--- config.mk ---
export PLATFORM = sky130hd
export DESIGN_NAME = uart_tx_arbiter_n
export DESIGN_NICKNAME = d
export VERILOG_FILES = /design/src/rtl/uart_tx_arbiter_n.sv
export SDC_FILE = /design/constraint.sdc
export NUM_CORES = 1
export LEC_CHECK = 0
export BUFFER_PORTS_ARGS = -buffer_cell sky130_fd_sc_hd__buf_2
export CAP_MARGIN = 20
export CORE_MARGIN = 2
export CORE_UTILIZATION = 44
export DETAILED_ROUTE_END_ITERATION = 10
export GPL_TIMING_DRIVEN = 0
export PLACE_DENSITY_LB_ADDON = 0.1
export SLEW_MARGIN = 40
export SYNTH_ARGS = -nofsm -noshare
export SYNTH_HDL_FRONTEND = slang
export SYNTH_SLANG_ARGS = --single-unit
--- constraint.sdc ---
create_clock -name clk -period 2.89 [get_ports clk]
set_input_delay 0.1445 -clock clk [delete_from_list [all_inputs] [get_ports clk]]
set_output_delay 0.1445 -clock clk [all_outputs]
set_load 0.005 [all_outputs]
--- src/rtl/uart_tx_arbiter_n.sv ---
// N-channel frame-safe UART TX arbiter: merges several TX lines onto one pin, handing the line
// to one source at a time and releasing it only after a guard time of idle-high line.
module uart_tx_arbiter_n #(
  parameter int unsigned          NUM_CH       = 4,
  parameter logic [NUM_CH-1:0]    PASSIVE_MASK = 4'b0001,
  parameter int unsigned          ARB_MODE     = 0,
  parameter int unsigned          GUARD_CYCLES = 1000,
  localparam int unsigned         OW           = $clog2(NUM_CH),
  localparam int unsigned         CW           = $clog2(GUARD_CYCLES + 1)
) (
  input  logic              clk,
  input  logic              rst_n,
  input  logic [NUM_CH-1:0] tx_i,
  input  logic [NUM_CH-1:0] req_i,
  output logic [NUM_CH-1:0] grant_o,
  output logic              tx_o,
  output logic              busy_o,
  output logic [OW-1:0]     owner_o,
  output logic [NUM_CH-1:0] collision_o
);

  typedef enum logic [1:0] {StIdle, StOwn, StRelease} state_e;

  state_e            state_q, state_d;
  logic [OW-1:0]     owner_q, owner_d;
  logic [CW-1:0]     cnt_q, cnt_d;
  logic [OW-1:0]     ptr_q, ptr_d;
  logic [NUM_CH-1:0] tx_prev_q;
  logic [NUM_CH-1:0] grant_q, grant_d;
  logic              tx_q, tx_d;
  logic [NUM_CH-1:0] coll_q, coll_d;

  logic [NUM_CH-1:0] eff_req;
  logic              win_valid;
  logic [OW-1:0]     winner;
  logic [OW:0]       scan_sum;
  logic [OW-1:0]     scan_idx;

  // Passive channels request with their start bit; active ones with req_i.
  assign eff_req = (PASSIVE_MASK & ~tx_i) | (~PASSIVE_MASK & req_i);

  // Loops run from the top down so the last hit (lowest index / nearest to ptr) wins.
  always_comb begin
    win_valid = 1'b0;
    winner    = '0;
    scan_sum  = '0;
    scan_idx  = '0;
    if (ARB_MODE == 0) begin
      for (int i = NUM_CH - 1; i >= 0; i--) begin
        if (eff_req[i]) begin
          win_valid = 1'b1;
          winner    = OW'(i);
        end
      end
    end else begin
      for (int k = NUM_CH - 1; k >= 0; k--) begin
        scan_sum = {1'b0, ptr_q} + (OW + 1)'(k);
        if (scan_sum >= (OW + 1)'(NUM_CH)) scan_sum = scan_sum - (OW + 1)'(NUM_CH);
        scan_idx = scan_sum[OW-1:0];
        if (eff_req[scan_idx]) begin
          win_valid = 1'b1;
          winner    = scan_idx;
        end
      end
    end
  end

  always_comb begin
    state_d = state_q;
    owner_d = owner_q;
    cnt_d   = cnt_q;
    ptr_d   = ptr_q;
    unique case (state_q)
      StIdle: begin
        if (win_valid) begin
          state_d = StOwn;
          owner_d = winner;
          cnt_d   = '0;
        end
      end
      StOwn: begin
        if (!tx_i[owner_q]) begin
          cnt_d = '0;
        end else if (cnt_q != CW'(GUARD_CYCLES)) begin
          cnt_d = cnt_q + 1'b1;
        end
        if (cnt_q == CW'(GUARD_CYCLES) && (PASSIVE_MASK[owner_q] || !req_i[owner_q])) begin
          state_d = StRelease;
        end
      end
      StRelease: begin
        state_d = StIdle;
        ptr_d   = (owner_q == OW'(NUM_CH - 1)) ? '0 : owner_q + 1'b1;
      end
      default: state_d = StIdle;
    endcase
  end

  // Outputs are registered from the next state so a winning start bit is forwarded at once.
  always_comb begin
    grant_d = '0;
    tx_d    = 1'b1;
    if (state_d == StOwn) begin
      grant_d[owner_d] = 1'b1;
      tx_d             = tx_i[owner_d];
    end
    coll_d = PASSIVE_MASK & tx_prev_q & ~tx_i & ~grant_q & ~grant_d;
  end

  always_ff @(posedge clk) begin
    if (!rst_n) begin
      state_q   <= StIdle;
      owner_q   <= '0;
      cnt_q     <= '0;
      ptr_q     <= '0;
      tx_prev_q <= '1;
      grant_q   <= '0;
      tx_q      <= 1'b1;
      coll_q    <= '0;
    end else begin
      state_q   <= state_d;
      owner_q   <= owner_d;
      cnt_q     <= cnt_d;
      ptr_q     <= ptr_d;
      tx_prev_q <= tx_i;
      grant_q   <= grant_d;
      tx_q      <= tx_d;
      coll_q    <= coll_d;
    end
  end

  assign grant_o     = grant_q;
  assign tx_o        = tx_q;
  assign busy_o      = (state_q == StOwn);
  assign owner_o     = owner_q;
  assign collision_o = coll_q;

endmodule

**Word-level counts from Yosys, hierarchy flattened**

Index checks and enable logic that the tools add are counted.

- Muxes and demuxes: 28
- Equality and inequality tests: 6
- $add $sub $neg: 1
- Bitwise gates (word level): 7
- Order comparisons: 3
- Reductions and logical operators: 8

Operators by type and width:

| kind | number |
|---|---|
| $mux 10 | 3 |
| $pmux 10 s2 | 1 |
| $mux 2 | 8 |
| $not 4->4 | 3 |
| $add 10x1->10 const B | 1 |
| $eq 10x10->1 const B | 1 |
| $ne 10x10->1 const B | 1 |
| $mux 1 | 9 |
| $and 4x4->4 | 2 |
| $bmux 1 s2 | 4 |
| $lt 2x3->1 const B | 2 |
| $and 1x4->4 | 1 |
| $eq 2x1->1 const B | 2 |
| $mux 4 | 1 |
| $or 1x4->4 | 1 |
| $pmux 2 s2 | 1 |
| $ne 3x2->1 const B | 1 |
| $reduce_and 3->1 | 1 |
| $demux 1 s2 | 1 |
| $ge 2x1->1 const B | 1 |
| $logic_and 1x1->1 | 2 |
| $logic_not 2->1 | 1 |
| $ne 2x2->1 const B | 1 |
| $reduce_and 2->1 | 1 |
| 3 further kinds | 3 |

- Logic and storage cells: 60
- Bits in registers: 24
- Input bits: 10
- Output and inout port bits: 12

**Longest topological paths before layout**

- Depth in word-level cells: 15
- Depth in mapped cells: 7

**Worst setup path after synthesis**

No wires, ideal clock.

- Kind: reg-to-reg
- From: register owner_q[0] (netlist: owner_o[0])
- To: register cnt_q[2]
- Cell stages (with the launch flop): 7
- Data arrival time: 1.595 ns
- Period minus slack after synthesis: 1.709 ns
- Setup time: 0.115 ns
- Setup slack: 1.181 ns
- Cells stage by stage: dfxtp_1 -> mux4_1 -> and2_1 -> buf_6 -> o21ai_0 -> a21boi_0 -> o21a_1

- Cells in the longest elaborated chain, start to end: 4

Ends and longest elaborated chain:

| item | RTL line | text |
|---|---|---|
| from (decl) | 25 | `logic [OW-1:0] owner_q, owner_d;` |
| from (signal assigned) | 122 | `owner_q <= owner_d;` |
| $bmux 1 s2 (*) | 82 | `if (!tx_i[owner_q]) begin` |
| $mux 1 (not written as such) (*) | 82 |  |
| $ne 3x2->1 (no source line) or $mux 10 (tied branches) | - |  |
| $reduce_and 3->1 (no source line) or $pmux 10 s2 (tied branches) | - |  |
| to (signal assigned) | 123 | `cnt_q <= cnt_d;` |
| to (decl) | 26 | `logic [CW-1:0] cnt_q, cnt_d;` |

Mark *: on every way between the ends. The rest lies on a longest branch, timed or not. The select of a mux whose other input is x is not followed.
A chain may end at the register's enable or synchronous reset.

**Worst setup path in the final report**

- From: register state_q[0]
- To: register tx_q (netlist: tx_o)

- Cells in the longest elaborated chain, start to end: 4

Ends and longest elaborated chain:

| item | RTL line | text |
|---|---|---|
| from (decl) | 24 | `state_e state_q, state_d;` |
| from (signal assigned) | 112 | `state_q <= StIdle;` |
| from (signal assigned) | 121 | `state_q <= state_d;` |
| $eq 2x1->1, or another cell as far along | 73 | `unique case (state_q)` |
| $pmux 2 s2 or $mux 2 (tied branches) | 73 |  |
| $eq 2x1->1 or $bmux 1 s2 (tied branches) | 103, 105 |  |
| $reduce_and 2->1 (no source line) or $mux 1 (tied branches) | - |  |
| to (signal assigned) | 127 | `tx_q <= tx_d;` |
| to (decl) | 30 | `logic tx_q, tx_d;` |

Several ways; a longest one is shown, not always the timed one. The select of a mux whose other input is x is not followed.

==> impl_metrics.toml <==
[outcome]
status = "complete, no violations"

[worst_setup_path]
required_ns = 3.07
crit_type = "reg2reg"
r2r_slack_ns = 1.02
crit_chain = "nor2_1 > o21a_1 > a2bb2oi_1 > nor4b_1 > o31ai_1"
critPathMaxFanout = 9
critical_path_buf_inv_count = 0
cp-start-kind = "flop"
end_kind = "flop"
worstPathArrival_ns = 2.04
cpLargestDelayFamily = "compound AO/OA/AOI/OAI gates"
slowest_stage = "a2bb2oi_1"
slowest_delay_ns = 0.51

[clock_tree]
post_cts_buffers = 0
holdBufCountCts = 0
cts_resized = 0
cts_tree = "yes"
clock_path_buffers = 2
clk-insertion-delay-late_ns = 0.31
path_clk_slew_ns = 0.13
clockRootBuffer = "clkbuf_4"
cts_htree_levels = 1
cts-buffers-inserted = 3
clock_sinks = 21

[final_layout]
multi_input_comb_area_um2 = 593
area_growth_pct = 14.9
finalNetCount = 156
n_fill_cell = 225
layout_commonest_cell = "dfxtp_1"
final_area_mm2 = 0.00122
drive_above_1_share_pct = 20.3
diodes = 0
seqCellArea_um2 = 420
layout_common_cells = "dfxtp_1, buf_2, a21oi_1"

[grt]
grt_pass1_wl_um = 3920
use_met2_pct = 32.5
met1_usage_pct = 23.1
antenna_found_initial = 0
busiest_layer = "met2"
gr-total-overflow = 0
grt_usage_pct = 19.0
grt_max_degree = 14
grt_use_met3_pct = 3.67
grt_pass1_vias = 898

[power_and_ir_drop]
irDropWorstVdd_mv = 0.276
power_density_mw_per_mm2 = 441
leakagePower_uw = 0.000509

[die]
rows = 17
initial_core_util_pct = 47.4
die_h_um = 53.1
die-area_mm2 = 0.00281
boundaryPins = 22
die_x_um = 53.1
core-area_mm2 = 0.00223

[sta]
drv_slew = 0
finalClockSkew_ns = 0.00478
tightest_slew_ns = 0.635
rsz0062_at_grt = "false"
fin_tns_setup_ns = 0
post-route-period-util_pct = 64.6
slew_headroom_pct = 57.4
fmaxAchievable_mhz = 536
min_period_ns = 1.87
hold_viol = 0
setup_violations = 0

[min_path]
hold_path_class = "in2reg"

[synthesis]
syn_area_mm2 = 0.00106
synth_area_per_cell_um2 = 8.82
synth-seq-cells = 21
synthArstFlopShare_pct = 0
synth_edf_count = 0
ys.flop_type = "dfxtp_1"
yosys_warnings = 0
synth.distinct_cells = 41
synth_cells = 120
synth_seq_area_share_pct = 39.7

[placement]
port_buffers = 17
place_congestion = 0.742
place_area_mm2 = 0.00119
place.detailed.hpwl_um = 1680

[routing]
drt_iter0_markers = 18
ant_nets = 0
vias = 958
drt-wirelength-per-cell_um = 13.0
wl_um = 2230
drc = 0
firstDrtPassIters = 6
viasPerCell = 5.60

[run]
maxCapViolCount = 0
==> final timing paths <==
| kind | from | to | depth (start not counted) |
|---|---|---|---|
| worst max-delay path | state_q[0] | tx_o | 5 |
| worst min register to register | grant_o[0] | collision_o[0] | 1 |
| worst min-delay path | tx_i[0] | tx_prev_q[0] | 2 |
| worst max register to register | state_q[0] | tx_o | 5 |
==> power breakdown <==
part | internal [uW] | switching [uW] | total (uW)
sequential | 300 | 6.21 | 306
clock | 52.7 | 94.9 | 148
combinational | 38.1 | 44.4 | 82.6
==> metrics by stage <==
stage                     setup slack [ns]  utilization, %  hold slack (ns)  total power (uW)  std cells
after floorplan                       1.18               -            0.240               365        122
after global placement                1.07            53.1            0.401               394        167
after detailed placement              1.03            53.1            0.419               395        167
after CTS                             1.01            54.5            0.111               544        171
after global routing                 0.774            54.5            0.127               565        171
final                                 1.02            54.5            0.123               536        171
==> cell families (layout without fill, tap and decap cells) <==
| family | count (synthesis) | in the layout | synth area share [%] |
|---|---|---|---|
| AOI/OAI and AO/OA | 32 | 32 | 20.0 |
| adders and majority gates | 2 | 2 | 2.36 |
| buffers and inverters | 9 | 30 | 4.96 |
| DFF | 21 | 21 | 39.7 |
| muxes | 3 | 3 | 4.61 |
| other | 1 | 3 | 0.354 |
| and+or+nand+nor | 52 | 52 | 28.0 |
==> layout make-up <==
cell class,count,area share (%)
multi-input combinational,92,48.8
sequential,21,34.6
timing repair buffer,17,7.00
tap,28,2.88
buffer,4,2.78
clock buffer,3,1.85
inverter,5,1.54
clock inverter,1,0.617
==> synthesized netlist by cell type (2+ instances only) <==
cell type,n,share of area (%)
a21oi_1,10,4.7
a311oi_1,2,1.7
and2_1,3,1.8
and3_1,5,3.0
and3b_1,2,1.7
buf_4,3,2.1
dfxtp_1,21,40
ha_1,2,2.4
inv_1,4,1.4
mux2_2,2,2.1
nand2_1,8,2.8
nand2b_1,2,1.2
nand3_1,5,2.4
nand4b_1,2,1.7
nor2_1,8,2.8
nor2b_1,2,1.2
nor3_1,6,2.8
nor4b_1,2,1.7
o211a_1,2,1.9
o21a_1,3,2.1
o21ai_0,6,2.8
==> layer usage <==
layer	wire length [um]	vias up	part of all wire (%)
li1	-	483	-
met1	1040	437	47
met2	1030	34	46
met3	126	4	5.7
met4	29	0	1.3
met5	0	-	0
==> state kept, by name, summed over array words and instances (netlist names) <==
| register | flops |
|---|---|
| cnt_q | 10 |
| collision_o | 1 |
| grant_o | 4 |
| owner_o | 2 |
| state_q | 2 |
| tx_o | 1 |
| tx_prev_q | 1 |
Power figures use the tool's default switching activity.
